==> src/rtl/div_pkg.sv <==
// Shared types and sizing for the sequential restoring divider.
//   DIV_N      : default divisor/remainder width (dividend/quotient are 2*DIV_N)
//   DIV_CNT_W  : iteration counter width for the default size
//   div_state_e: controller states
package div_pkg;

  localparam int unsigned DIV_N     = 4;
  localparam int unsigned DIV_CNT_W = $clog2(2 * DIV_N);

  typedef enum logic [1:0] {
    IDLE = 2'd0,
    CALC = 2'd1,
    DONE = 2'd2
  } div_state_e;

endpackage

==> src/rtl/div_step.sv <==
// One combinational restoring-division iteration.
//   pr        : current partial remainder (N+1 bits)
//   dvd_bit   : next dividend bit shifted into the remainder
//   dvs       : divisor
//   pr_next_c : updated partial remainder
//   q_bit_c   : quotient bit produced by this iteration
module div_step
  import div_pkg::*;
#(
  parameter int unsigned N = DIV_N
) (
  input  logic [N:0]   pr,
  input  logic         dvd_bit,
  input  logic [N-1:0] dvs,
  output logic [N:0]   pr_next_c,
  output logic         q_bit_c
);

  // Shift is taken one bit wider than the remainder so the compare is exact
  // for any pr; the difference always fits back into N+1 bits.
  logic [N+1:0] pr_shift;
  logic [N+1:0] dvs_ext;

  always_comb begin
    pr_shift  = {pr, dvd_bit};
    dvs_ext   = (N+2)'(dvs);
    q_bit_c   = 1'b0;
    pr_next_c = (N+1)'(pr_shift);
    if (pr_shift >= dvs_ext) begin
      q_bit_c   = 1'b1;
      pr_next_c = (N+1)'(pr_shift - dvs_ext);
    end
  end

endmodule

==> src/rtl/div_sequential.sv <==
// Sequential unsigned restoring divider, one quotient bit per clock.
//   clk   : rising-edge clock
//   rst_n : synchronous active-low reset
//   start : level request, sampled only in IDLE
//   a     : 2N-bit dividend
//   b     : N-bit divisor
//   q     : 2N-bit quotient (registered, held between operations)
//   r     : N-bit remainder (registered, held between operations)
//   busy  : high while iterating
//   done  : one-cycle pulse when q/r/dbz update
//   dbz   : divide-by-zero flag, updated with q/r
module div_sequential
  import div_pkg::*;
#(
  parameter int unsigned N = DIV_N
) (
  input  logic           clk,
  input  logic           rst_n,
  input  logic           start,
  input  logic [2*N-1:0] a,
  input  logic [N-1:0]   b,
  output logic [2*N-1:0] q,
  output logic [N-1:0]   r,
  output logic           busy,
  output logic           done,
  output logic           dbz
);

  localparam int unsigned W     = 2 * N;
  localparam int unsigned CNT_W = $clog2(2 * N);

  div_state_e       state, state_d;
  logic [W-1:0]     dvd, dvd_d;   // dividend shifts out the top, quotient bits fill the bottom
  logic [N-1:0]     dvs, dvs_d;
  logic [N:0]       pr, pr_d;
  logic [CNT_W-1:0] cnt, cnt_d;
  logic [W-1:0]     q_d;
  logic [N-1:0]     r_d;
  logic             busy_d, done_d, dbz_d;

  logic [N:0]       pr_next_c;
  logic             q_bit_c;

  div_step #(.N(N)) u_step (
    .pr        (pr),
    .dvd_bit   (dvd[W-1]),
    .dvs       (dvs),
    .pr_next_c (pr_next_c),
    .q_bit_c   (q_bit_c)
  );

  // Next-state and next-output logic
  always_comb begin
    state_d = state;
    dvd_d   = dvd;
    dvs_d   = dvs;
    pr_d    = pr;
    cnt_d   = cnt;
    q_d     = q;
    r_d     = r;
    busy_d  = busy;
    done_d  = 1'b0;
    dbz_d   = dbz;

    case (state)
      IDLE: begin
        if (start) begin
          if (b != '0) begin
            dvd_d   = a;
            dvs_d   = b;
            pr_d    = '0;
            cnt_d   = CNT_W'(W - 1);
            busy_d  = 1'b1;
            state_d = CALC;
          end else begin
            q_d     = '1;
            r_d     = '0;
            dbz_d   = 1'b1;
            done_d  = 1'b1;
            state_d = DONE;
          end
        end
      end

      CALC: begin
        dvd_d = {dvd[W-2:0], q_bit_c};
        pr_d  = pr_next_c;
        cnt_d = cnt - CNT_W'(1);
        if (cnt == '0) begin
          q_d     = {dvd[W-2:0], q_bit_c};
          r_d     = pr_next_c[N-1:0];
          dbz_d   = 1'b0;
          done_d  = 1'b1;
          busy_d  = 1'b0;
          state_d = DONE;
        end
      end

      DONE: begin
        state_d = IDLE;
      end

      default: begin
        state_d = IDLE;
      end
    endcase
  end

  // State and datapath registers
  always_ff @(posedge clk) begin
    if (!rst_n) begin
      state <= IDLE;
      dvd   <= '0;
      dvs   <= '0;
      pr    <= '0;
      cnt   <= '0;
      q     <= '0;
      r     <= '0;
      busy  <= 1'b0;
      done  <= 1'b0;
      dbz   <= 1'b0;
    end else begin
      state <= state_d;
      dvd   <= dvd_d;
      dvs   <= dvs_d;
      pr    <= pr_d;
      cnt   <= cnt_d;
      q     <= q_d;
      r     <= r_d;
      busy  <= busy_d;
      done  <= done_d;
      dbz   <= dbz_d;
    end
  end

endmodule

==> config.mk <==
export PLATFORM = sky130hd
export DESIGN_NAME = div_sequential
export DESIGN_NICKNAME = d
export VERILOG_FILES = /design/src/rtl/div_pkg.sv /design/src/rtl/div_step.sv /design/src/rtl/div_sequential.sv
export SDC_FILE = /design/constraint.sdc
export NUM_CORES = 1
export LEC_CHECK = 0
export BUFFER_PORTS_ARGS = -buffer_cell sky130_fd_sc_hd__buf_2
export CAP_MARGIN = 10
export CORE_ASPECT_RATIO = 0.5
export CORE_MARGIN = 1.5
export CORE_UTILIZATION = 43
export CTS_CLUSTER_DIAMETER = 40
export DETAILED_ROUTE_END_ITERATION = 7
export GPL_TIMING_DRIVEN = 0
export PLACE_DENSITY_LB_ADDON = 0.12
export SLEW_MARGIN = 20
export SYNTH_ARGS = -nofsm -noshare
export SYNTH_HDL_FRONTEND = slang
export SYNTH_SLANG_ARGS = --single-unit
==> constraint.sdc <==
create_clock -name clk -period 2.35 [get_ports clk]
set_input_delay 0.47 -clock clk [delete_from_list [all_inputs] [get_ports clk]]
set_output_delay 0.47 -clock clk [all_outputs]
set_load 0.05 [all_outputs]
# Word-level counts from Yosys, hierarchy flattened
# Index checks and enable logic that the tools add are counted.
totals:
  register_bits: 37
  inputBits: 15
  output_inout_bits: 15
  word_cells: 61
classes:
  n_addsub: 2
  magnitude_cmp: 1
  n_eq_ne: 5
  mux: 34
  n_reduce_logical: 9
ops:
  columns: ["op", "count"]
  rows:
  - ["8-bit 2-to-1 mux", 5]
  - ["8-bit one-hot mux with 2 select lines", 2]
  - ["5-bit 2-to-1 mux", 3]
  - ["4-bit 2-to-1 mux", 3]
  - ["5-bit one-hot mux with 2 select lines", 1]
  - ["1-bit 2-to-1 mux", 9]
  - ["2-bit inequality test (second input constant)", 4]
  - ["4-bit one-hot mux with 2 select lines", 1]
  - ["4-bit AND reduction", 2]
  - ["6-bit by 4-bit greater-or-equal comparator with 1-bit output", 1]
  - ["2-bit 2-to-1 mux", 3]
  - ["3-bit 2-to-1 mux", 2]
  - ["1-bit one-hot mux with 2 select lines", 3]
  - ["3-bit one-hot mux with 2 select lines", 1]
  - ["3-bit AND reduction", 2]
  - ["5-bit by 4-bit subtractor with 5-bit output", 1]
  - ["2-bit one-hot mux with 2 select lines", 1]
  - ["4-bit nonzero test", 1]
  - ["3-bit logical NOT", 1]
  - ["3-bit by 1-bit subtractor with 3-bit output (second input constant)", 1]
  - ["2-bit by 1-bit equality test with 1-bit output (second input constant)", 1]
  - ["2-bit logical NOT", 1]
  - ["2-bit AND reduction", 1]
  - ["2-bit nonzero test", 1]

# Depth between registers and ports, before layout
# Gate-level depths: netlist of run 1.
logic_depth:
  word_depth: 4
  depth_mapped: 8
  ltp_nobuf: 8

# Cells and area by module
# A second synthesis of run 1 with hierarchy kept.
unflattened:
  cells_unflattened: 204
  area_unflattened_um2: 1818.0
modules_own_cells:
  columns: ["module", "n_inst", "cells_per_inst", "area_per_inst_um2", "seq_area_each_um2"]
  rows:
  - ["div_sequential", 1, 175, 1584.0, 740.7]
  - ["div_step", 1, 29, 234.0, 0.0]

# Worst setup path after synthesis of run 1
# Ideal clock, no wire load.
synth_timing:
  path_kind: "flip-flop to flip-flop"
  from: "register dvd[7]"
  to: "register r[2]"
  setup_time_ps: 71
  arrival_ps: 1939
  t_required_ps: 2279
  setup_slack_ps: 340
  stages_incl_launch_ff: 9
  path_buffers: 0
  synth_period_minus_slack_ps: 2010
  cell_sequence: "dfxtp_1 inv_1 ha_1 fa_1 nand2b_1 a21oi_1 nor3_1 or4_1 a21oi_1"
synth_between:
  elab_chain_cells: 4
  word_cells_on_any_way: 5
  classes_between: "add/sub: 1; order compare: 1; mux: 3"
synth_rtl:
  columns: ["item", "line_no", "source"]
  rows:
  - ["start: declaration", "div_sequential.sv:33", "logic [W-1:0] dvd, dvd_d;"]
  - ["start signal: assignment", "div_sequential.sv:124", "dvd <= dvd_d;"]
  - ["5-bit by 4-bit subtractor with 5-bit output / 6-bit by 4-bit greater-or-equal comparator with 1-bit output (equally long branches)", "div_step.sv:31, div_step.sv:29", null]
  - ["5-bit 2-to-1 mux (*)", "div_step.sv:29", "if (pr_shift >= dvs_ext) begin"]
  - ["4-bit 2-to-1 mux (*)", "div_sequential.sv:89", "if (cnt == '0) begin"]
  - ["4-bit one-hot mux with 2 select lines (*)", "div_sequential.sv:65", "case (state)"]
  - ["end signal: assignment", "div_sequential.sv:129", "r <= r_d;"]
  - ["end: declaration", "div_sequential.sv:23", "output logic [N-1:0] r,"]
# Every way passes the cells marked *; elsewhere a longest branch is shown, timed or not. The select of a mux whose other input is x is not followed.
# A chain may end at the register's enable or synchronous reset.

# Worst setup path after layout of run 1
# Same ends and word-level chain as after synthesis.

==> results of run 1 <==
## cell usage after synthesis, types with 4 or more instances
cell type / count / area share (%)
ha_1: 6 / 4.4
a32oi_1: 4 / 2.1
a21oi_1: 19 / 5.6
o21ai_0: 6 / 1.8
nand2b_1: 4 / 1.5
nor2_1: 31 / 6.9
nor3_1: 18 / 5.3
a311oi_1: 7 / 3.6
dfxtp_1: 37 / 44
nand2_1: 30 / 6.7
inv_1: 9 / 2.0
## how the worst max path moves through the flow
stage / start / endpoint / slack (ps) / cells after the start
4_1_cts: dvd[7] / r[2] / 100 / 8
3_5_place_dp: dvd[7] / r[2] / 140 / 8
2_1_floorplan: dvd[7] / r[2] / 340 / 8
6_report: dvd[7] / r[2] / 150 / 8
5_1_grt: dvd[7] / r[2] / 50 / 8
3_3_place_gp: dvd[7] / r[2] / 140 / 8
## metrics by stage
step	cell area (um^2)	power [mW]
after global routing	2010	1.80
after global placement	1900	1.21
final	2010	1.70
after CTS	2000	1.71
after floorplan	1690	1.11
after detailed placement	1900	1.22
## power groups by stage
stage / combinational [mW] / sequential [mW] / clock, mW
2_1_floorplan: 0.294 / 0.812 / 0
3_3_place_gp: 0.471 / 0.741 / 0
3_5_place_dp: 0.476 / 0.743 / 0
4_1_cts: 0.478 / 0.729 / 0.503
5_1_grt: 0.539 / 0.738 / 0.527
6_report: 0.482 / 0.729 / 0.488
## flip-flops by register name, summed over array words and instances, names as in the netlist
name   cells
dvd        8
q          8
pr         5
dvs        4
r          4
cnt        3
state      2
busy       1
dbz        1
done       1
## final cells by class
class	count	area share (%)
Tap cell	51	3.18
Buffer	10	3.49
Multi-Input combinational cell	149	42.2
Clock inverter	1	0.250
Sequential cell	37	36.9
Inverter	10	1.87
Clock buffer	7	4.80
Timing Repair Buffer	29	7.24
## worst max-delay path: stages, from the launching register on
cell and delay, ps:
dfxtp_1 340, inv_1 90, ha_1 210, fa_1 400
nand2b_1 190, a21oi_2 200, nor3_1 80, or4_1 490
a21oi_1 130
## kinds of logic (layout without fill, tap and decap cells)
family                   count (synthesis)  count (layout)
flip-flops                              37              37
AO/OA/AOI/OAI                           46              46
multiplexers                             1               1
adder cells (fa/ha/maj)                  7               7
XOR/XNOR                                 3               3
AND/OR/NAND/NOR                         92              92
buffers and inverters                   20              57
## layer usage
metal  GRT usage [%]  share of wire, %  vias up
met5               0                 0        -
met3            5.83               6.4        4
met2            31.8                42       43
met1            26.0                51      684
met4            8.31              0.95        0
li1                -                 -      789
==> impl_metrics.yaml, run 1 <==
detailed_routing:
  drc: 0
  drtIter0Drc: 51
  first_pass_iters: 4
  wirelength_um: 3900
  wl_per_cell_um: 13.3
  vias_per_cell: 5.17
  num_vias: 1520
  drtAntennaViolNets: 0
sta:
  setup_ws_ps: 152
  max_freq_ghz: 0.455
  slew_headroom_pct: 53.4
  slew_viol_final: 0
  fin_setup_tns_ps: 0
  period_share_pct: 93.5
  setup_viol_count_final: 0
  clock_skew_ps: 5.51
  final-hold-violation-count: 0
  holdWs_ps: 437
  period_needed_ps: 2200
  worstMarginPinSlew_ps: 699
  rsz0062_at_grt: "false"
synthesis:
  syn_area_per_cell_um2: 8.21
  postSynthCellCount: 206
  synth.distinct_cells: 35
  synth-simple-area-share_pct: 24.1
  async_reset_ff_share_pct: 0
  synthAdderAreaFrac_pct: 5.62
  ys_seq_elements: 37
  ys_seq_area_share_pct: 43.8
  yosys_most_used_dff: "dfxtp_1"
  synthXorXnorAreaFrac_pct: 1.55
  yosysWarnings: 0
  syn-cell-area_mm2: 0.00169
  synth_top_family_by_area: "simple AND/OR/NAND/NOR gates"
  synth_compound_area_share_pct: 18.0
  synth_edf_count: 0
  synthMuxAreaShare_pct: 0.592
  synthesis.nets: 228
pwr:
  clock_power_share_pct: 28.7
  p_int_mw: 1.12
  leakage_nw: 0.846
  p_comb_share_pct: 28.4
  ir_worst_vdd_v: 0.000275
  p_sw_share_pct: 34.0
  p_seq_share_pct: 42.9
  netSwitchingPower_uw: 577
  cellPowerDensity_mw_per_mm2: 847
layout:
  syn_to_final_growth_pct: 18.6
  finalNonFillerCells: 294
  final_util_pct: 55.7
  drive_above_1_share_pct: 18.9
  ff_latch_area_um2: 741
  layout_commonest_cell: "dfxtp_1"
  final_nets: 264
  most-common-layout-cells: "dfxtp_1 (37), nor2_1 (31), nand2_1 (30), buf_2 (30)"
  multi_input_area_um2: 847
  n_antenna_cell: 0
  nFillCells: 366
grt:
  grt_use_total_pct: 19.9
  antenna_found_initial: 0
  grt_first_pass_wirelength_um: 6270
  grt_max_degree: 12
  grt_pass1_vias: 1276
  grt_overflow: 0
clock_tree:
  clk_latency_ps: 290
  ctsHoldBuffers: 0
  cts_tree: "done"
  htreeDepth: 2
  clockBufferDepth: 2
  cts-root-buf: "clkbuf_8"
  clock_sinks: 37
  clk_pin_slew_worst_paths_ps: 70
  ctsResizeCount: 0
  cts_inserted_buffers: 5
  cts_setup_buffers: 0
die:
  coreArea_mm2: 0.00360
  dieArea_mm2: 0.00434
  fp.dieW_um: 91.7
  io_pins: 30
  start_util_pct: 46.9
  die_height_um: 47.4
  rows: 15
run:
  cap_violations: 0
place:
  place_inst: 286
  gp_congestion: 0.844
  port_buffers: 29
  hpwl_um: 2880
  dp_slack_ps: 144
setup_path:
  rr_endpoint: "r[2]"
  crit_fanout: 4
  rrSetupSlack_ps: 150
  reg2reg_from: "dvd[7]"
  rr_worst_depth: 8
  cp.required_ps: 2570
  cp-end-kind: "register"
  start_kind: "register"
  worst_ep_arrival_time_ps: 2410
  worst-setup-path-type: "reg -> reg"
worst_hold_path:
  hold-path-cell-count: 3
  min_path_type: "in -> reg"
  holdCritStartpoint: "b[3]"
  hold_path_end: "dvs[3]"
run_status:
  status: "finished clean"
No activity file was read; power rests on OpenSTA's default activity.
==> inputs of run 2 (changes only) <==
- PLACE_DENSITY: not set -> 0.71
- PLACE_DENSITY_LB_ADDON: 0.12 -> not set
==> run 2 against run 1 <==
  * Final cell count fell by 0.68%
  * Cell area fell by 1.4%
  * Sequential share of layout area rose by 0.51 points
  * Die area did not move
  * Register-to-register slack improved by 20 ps
  * Core utilization fell by 0.76 points
  * Global-route usage fell by 0.90 points
  * Sequential cell count did not move
  * Count of clock-buffer cells in the layout fell by 2
  * Power fell by 4.6%
  * Via count rose by 1.4%
  * Critical endpoint is now r[3]
  * Largest cell class unchanged
  * Largest power group unchanged
  * Highest routed layer unchanged
==> impl_metrics.yaml, run 2 (synthesized netlist as in run 1, its figures left out) <==
detailed_routing:
  drc: 0
  vias_per_cell: 5.28
  drtIter0Drc: 121
  wirelength_met1_um: 1950
  top_layer_used: "met4"
  first_pass_iters: 4
  drtAntennaViolNets: 0
  wirelength_um: 3850
  wl_met2_um: 1670
  dr_wl_met3_um: 177
  num_vias: 1542
  wl_per_cell_um: 13.2
place:
  gp_congestion: 0.864
  port_buffers: 29
  hpwl_um: 2790
die:
  fp.dieW_um: 91.7
  coreArea_mm2: 0.00360
  die_height_um: 47.4
  rows: 15
  dieArea_mm2: 0.00434
  io_pins: 30
  start_util_pct: 46.9
pwr:
  p_seq_share_pct: 45.0
  leakage_nw: 0.832
  netSwitchingPower_uw: 568
  p_int_mw: 1.05
  p_sw_share_pct: 35.1
  fin_total_pwr_mw: 1.62
  cellPowerDensity_mw_per_mm2: 819
  p_comb_share_pct: 30.0
  ir_worst_vdd_v: 0.000280
  clock_power_share_pct: 25.0
grt:
  antenna_found_initial: 0
  grt_pass1_vias: 1272
  grt_max_degree: 11
  grt_use_total_pct: 19.0
  grt_overflow: 0
  grt_first_pass_wirelength_um: 6060
setup_path:
  worst_ep_arrival_time_ps: 2400
  start_kind: "register"
  reg2reg_from: "dvs[1]"
  crit_buf_inv: 1
  cp_slowest_cell: "nor3_1"
  crit_fanout: 4
  cp-startpoint: "dvs[1]"
  rr_worst_depth: 7
  path_cells: "inv_1 -> ha_1 -> and4_1 -> or3_1 -> nor3_1 -> a22oi_1 -> a21oi_1"
  cp.required_ps: 2570
  critPathMaxStageDelay_ps: 400
  worst-setup-path-type: "reg -> reg"
  crit_family: "simple AND/OR/NAND/NOR gates"
  rr_endpoint: "r[3]"
  rrSetupSlack_ps: 170
  cp-end-kind: "register"
worst_hold_path:
  holdCritStartpoint: "a[3]"
  min_path_type: "in -> reg"
  hold_path_end: "dvd[3]"
  hold-path-cell-count: 3
layout:
  drive_above_1_share_pct: 18.3
  syn_to_final_growth_pct: 16.9
  final_nets: 264
  layout_commonest_cell: "dfxtp_1"
  largestRegisters: "dvd (8), q (8), pr (5)"
  most-common-layout-cells: "dfxtp_1 (37), nor2_1 (31), nand2_1 (30), buf_2 (30)"
  n_antenna_cell: 0
sta:
  holdWs_ps: 445
  fin_setup_tns_ps: 0
  slew_viol_final: 0
  setup_viol_count_final: 0
  period_share_pct: 92.6
  worstMarginPinSlew_ps: 707
  slew_headroom_pct: 52.9
  period_needed_ps: 2180
  final-hold-violation-count: 0
  max_freq_ghz: 0.460
  rsz0062_at_grt: "false"
  clock_skew_ps: 5.07
clock_tree:
  cts-root-buf: "clkbuf_8"
  htreeDepth: 2
  ctsHoldBuffers: 0
  clock_sinks: 37
  cts_tree: "done"
  clockBufferDepth: 2
  clk_pin_slew_worst_paths_ps: 70
  cts_inserted_buffers: 5
  cts_setup_buffers: 0
  clk_latency_ps: 280
run_status:
  status: "finished clean"
run:
  cap_violations: 0
-- run 2: routing by layer --
| metal | up-vias | track usage [%] |
|---|---|---|
| li1 | 786 | - |
| met1 | 723 | 24.2 |
| met2 | 28 | 32.2 |
| met3 | 5 | 5.50 |
| met4 | 0 | 6.15 |
| met5 | - | 0 |
-- run 2: layout make-up --
| type | instances | area [um^2] |
|---|---|---|
| Buffer | 10 | 70.1 |
| Inverter | 10 | 37.5 |
| Clock inverter | 1 | 5.00 |
| Clock buffer | 5 | 68.8 |
| Sequential cell | 37 | 741 |
| Fill cell | 369 | 1630 |
| Multi-Input combinational cell | 149 | 847 |
| Tap cell | 51 | 63.8 |
| Timing Repair Buffer | 29 | 145 |
-- run 2: per-stage QoR --
step	area (um^2)	worst slack (ps)	utilization [%]	std cells
after floorplan	1690	340	-	206
after global placement	1900	143	52.7	286
after detailed placement	1900	146	52.7	286
after CTS	1970	116	54.8	292
after global routing	1980	60.0	54.9	292
final	1980	174	54.9	292
-- run 2: how the worst max path moves through the flow --
stage	slack, ps	cells after the start	endpoint
after detailed placement	150	8	r[2]
after global placement	140	8	r[2]
final	170	7	r[3]
after CTS	120	8	r[2]
after global routing	60	8	r[2]
after floorplan	340	8	r[2]
-- run 2: power by group through the flow --
stage	sequential, mW	combinational, mW	clock, mW
after floorplan	0.812	0.294	0
after global placement	0.741	0.468	0
after detailed placement	0.743	0.476	0
after CTS	0.729	0.479	0.416
after global routing	0.737	0.534	0.441
final	0.729	0.486	0.406
-- run 2: worst register-to-register path, cell delays in order (launching register included) --
cell and delay, ps:
dfxtp_1 380, inv_1 60, ha_1 300, and4_1 220, or3_1 370, nor3_1 400
a22oi_1 210, a21oi_1 170
-- run 2: repair_timing --
action / CTS / global route
hold endpoints to repair: 0 / 0
gates resized for setup: 0 / 1
setup endpoints to repair: 0 / 1
==> inputs of run 3 (changes only) <==
- PLACE_DENSITY: 0.71 -> 0.73
- clock period: 2.35 -> 1.94 ns (I/O delays scaled with it)
==> run 3 against run 2 <==
  * The flow now finishes with violations (negative setup slack)
  * Via count up 5.2%
  * Die area unchanged
  * Sequential power up 22%
  * Sequential share of layout area down 2.7 points
  * Routed wire length up 14%
  * Count of clock-buffer cells in the layout up 2
  * Maximum frequency up 6.7%
==> impl_metrics.yaml, run 3 (synthesized netlist as in run 1, its figures left out) <==
setup_path:
  worst-setup-path-type: "reg -> reg"
  path_cells: "inv_2 -> ha_4 -> fa_2 -> nand2b_4 -> a21oi_4 -> nor3_2 -> or4_1 -> a21oi_1"
  crit_fanout: 3
  rrSetupSlack_ps: -100
  critPathMaxStageDelay_ps: 480
  cp-end-kind: "register"
  reg2reg_from: "dvd[7]"
  crit_buf_inv: 1
  worst_ep_arrival_time_ps: 2260
  start_kind: "register"
  crit_family: "simple AND/OR/NAND/NOR gates"
  cp_slowest_cell: "or4_1"
  cp.required_ps: 2160
  cp-startpoint: "dvd[7]"
place:
  hpwl_um: 3040
  placed_area_mm2: 0.00192
  gp_congestion: 0.877
  port_buffers: 29
layout:
  final_nets: 268
  largestRegisters: "dvd (8), q (8), pr (5)"
  n_antenna_cell: 0
  most-common-layout-cells: "dfxtp_1 (35), nor2_1 (31), nand2_1 (30), buf_2 (30), a21oi_1 (16)"
  drive_above_1_share_pct: 26.3
  syn_to_final_growth_pct: 26.7
  layout_commonest_cell: "dfxtp_1"
  final_design_area_no_fill_mm2: 0.00214
  final_util_pct: 59.5
  nFillCells: 331
die:
  rows: 15
  dieArea_mm2: 0.00434
  fp.dieW_um: 91.7
  io_pins: 30
  coreArea_mm2: 0.00360
  start_util_pct: 46.9
  die_height_um: 47.4
grt:
  grt_max_degree: 12
  grt_overflow: 0
  grt_use_total_pct: 20.8
  grt_pass1_vias: 1436
  grt_first_pass_wirelength_um: 6760
  antenna_found_initial: 0
clock_tree:
  clockBufferDepth: 2
  cts_tree: "done"
  clk_latency_ps: 290
  clk_pin_slew_worst_paths_ps: 80
  cts_inserted_buffers: 5
  cts-root-buf: "clkbuf_8"
  clock_sinks: 37
  htreeDepth: 2
run_status:
  status: "finished with violations"
  violations: "negative setup slack"
sta:
  worstMarginPinSlew_ps: 596
  clock_skew_ps: 7.35
  period_share_pct: 105
  setup_viol_count_final: 5
  rsz0062_at_grt: "true"
  slew_viol_final: 0
  max_freq_ghz: 0.490
  setup_ws_ps: -99.9
  slew_headroom_pct: 59.8
  period_needed_ps: 2040
  final-hold-violation-count: 0
worst_hold_path:
  min_path_type: "in -> reg"
  holdCritStartpoint: "a[3]"
run:
  cap_violations: 0
detailed_routing:
  wirelength_um: 4400
  vias_per_cell: 5.44
  num_vias: 1622
  drc: 0
  wl_per_cell_um: 14.8
  drtIter0Drc: 92
  drtAntennaViolNets: 0
  first_pass_iters: 5
pwr:
  p_int_mw: 1.53
  leakage_nw: 0.886
  netSwitchingPower_uw: 782
  p_sw_share_pct: 33.8
  clock_power_share_pct: 30.2
  p_comb_share_pct: 31.3
  p_seq_share_pct: 38.5
  cellPowerDensity_mw_per_mm2: 1080
  ir_worst_vdd_v: 0.000315
==> run 3: path summary, 6_finish.rpt <==
path / endpoint / cells after the start
max reg2reg: r[2] / 8
min reg2reg: r[2] / 2
min: dvd[3] / 3
max: r[2] / 8
==> run 3: routing by layer <==
| layer | routed length, um | GRT usage [%] | share of wire (%) |
|---|---|---|---|
| met5 | 0 | 0 | 0 |
| met4 | 70 | 5.54 | 1.6 |
| met3 | 245 | 4.85 | 5.6 |
| met1 | 1960 | 26.6 | 45 |
| met2 | 2130 | 37.2 | 48 |
==> run 3: final cells by class <==
class                           instances  area, um^2  share of cell area, %
Multi-Input combinational cell        149         931                   43.4
Sequential cell                        37         746                   34.8
Timing Repair Buffer                   33         179                   8.35
Clock buffer                            7        86.3                   4.03
Buffer                                 10        70.1                   3.27
Tap cell                               51        63.8                   2.98
Inverter                               10        37.5                   1.75
Clock inverter                          1        30.0                   1.40
==> run 3: worst reg2reg max path, delay by kind of cell (launching register included) <==
kind | cells | cell delay, ps
buf+inv | 1 | 60
flops | 1 | 340
fa+ha+maj | 2 | 510
compound gates | 2 | 340
simple gates | 3 | 710
==> run 3: timing repair <==
action | CTS | global route
resized for setup | 8 | 13
buffers inserted | 3 | 1
endpoints found under the setup margin | 8 | 18
pin swaps | 3 | 7
gates cloned | 0 | 0
hold buffers | 0 | 0
==> run 3: per-stage QoR <==
stage / total power [mW] / worst slack, ps / cells / hold WS, ps / setup TNS (ps)
floorplan: 1.36 / 40.2 / 206 / 436 / 0
global placement: 1.49 / -178 / 286 / 441 / -1410
detailed placement: 1.51 / -183 / 286 / 447 / -2010
CTS: 2.24 / -77.3 / 297 / 351 / -399
global route: 2.42 / -149 / 298 / 360 / -642
finish: 2.31 / -99.9 / 298 / 354 / -335
==> run 3: power groups by stage <==
stage / clock network [mW] / registers [mW] / logic, mW
after floorplan: 0 / 0.984 / 0.377
after global placement: 0 / 0.898 / 0.590
after detailed placement: 0 / 0.900 / 0.611
after CTS: 0.705 / 0.886 / 0.653
after global routing: 0.745 / 0.898 / 0.778
final: 0.697 / 0.890 / 0.724
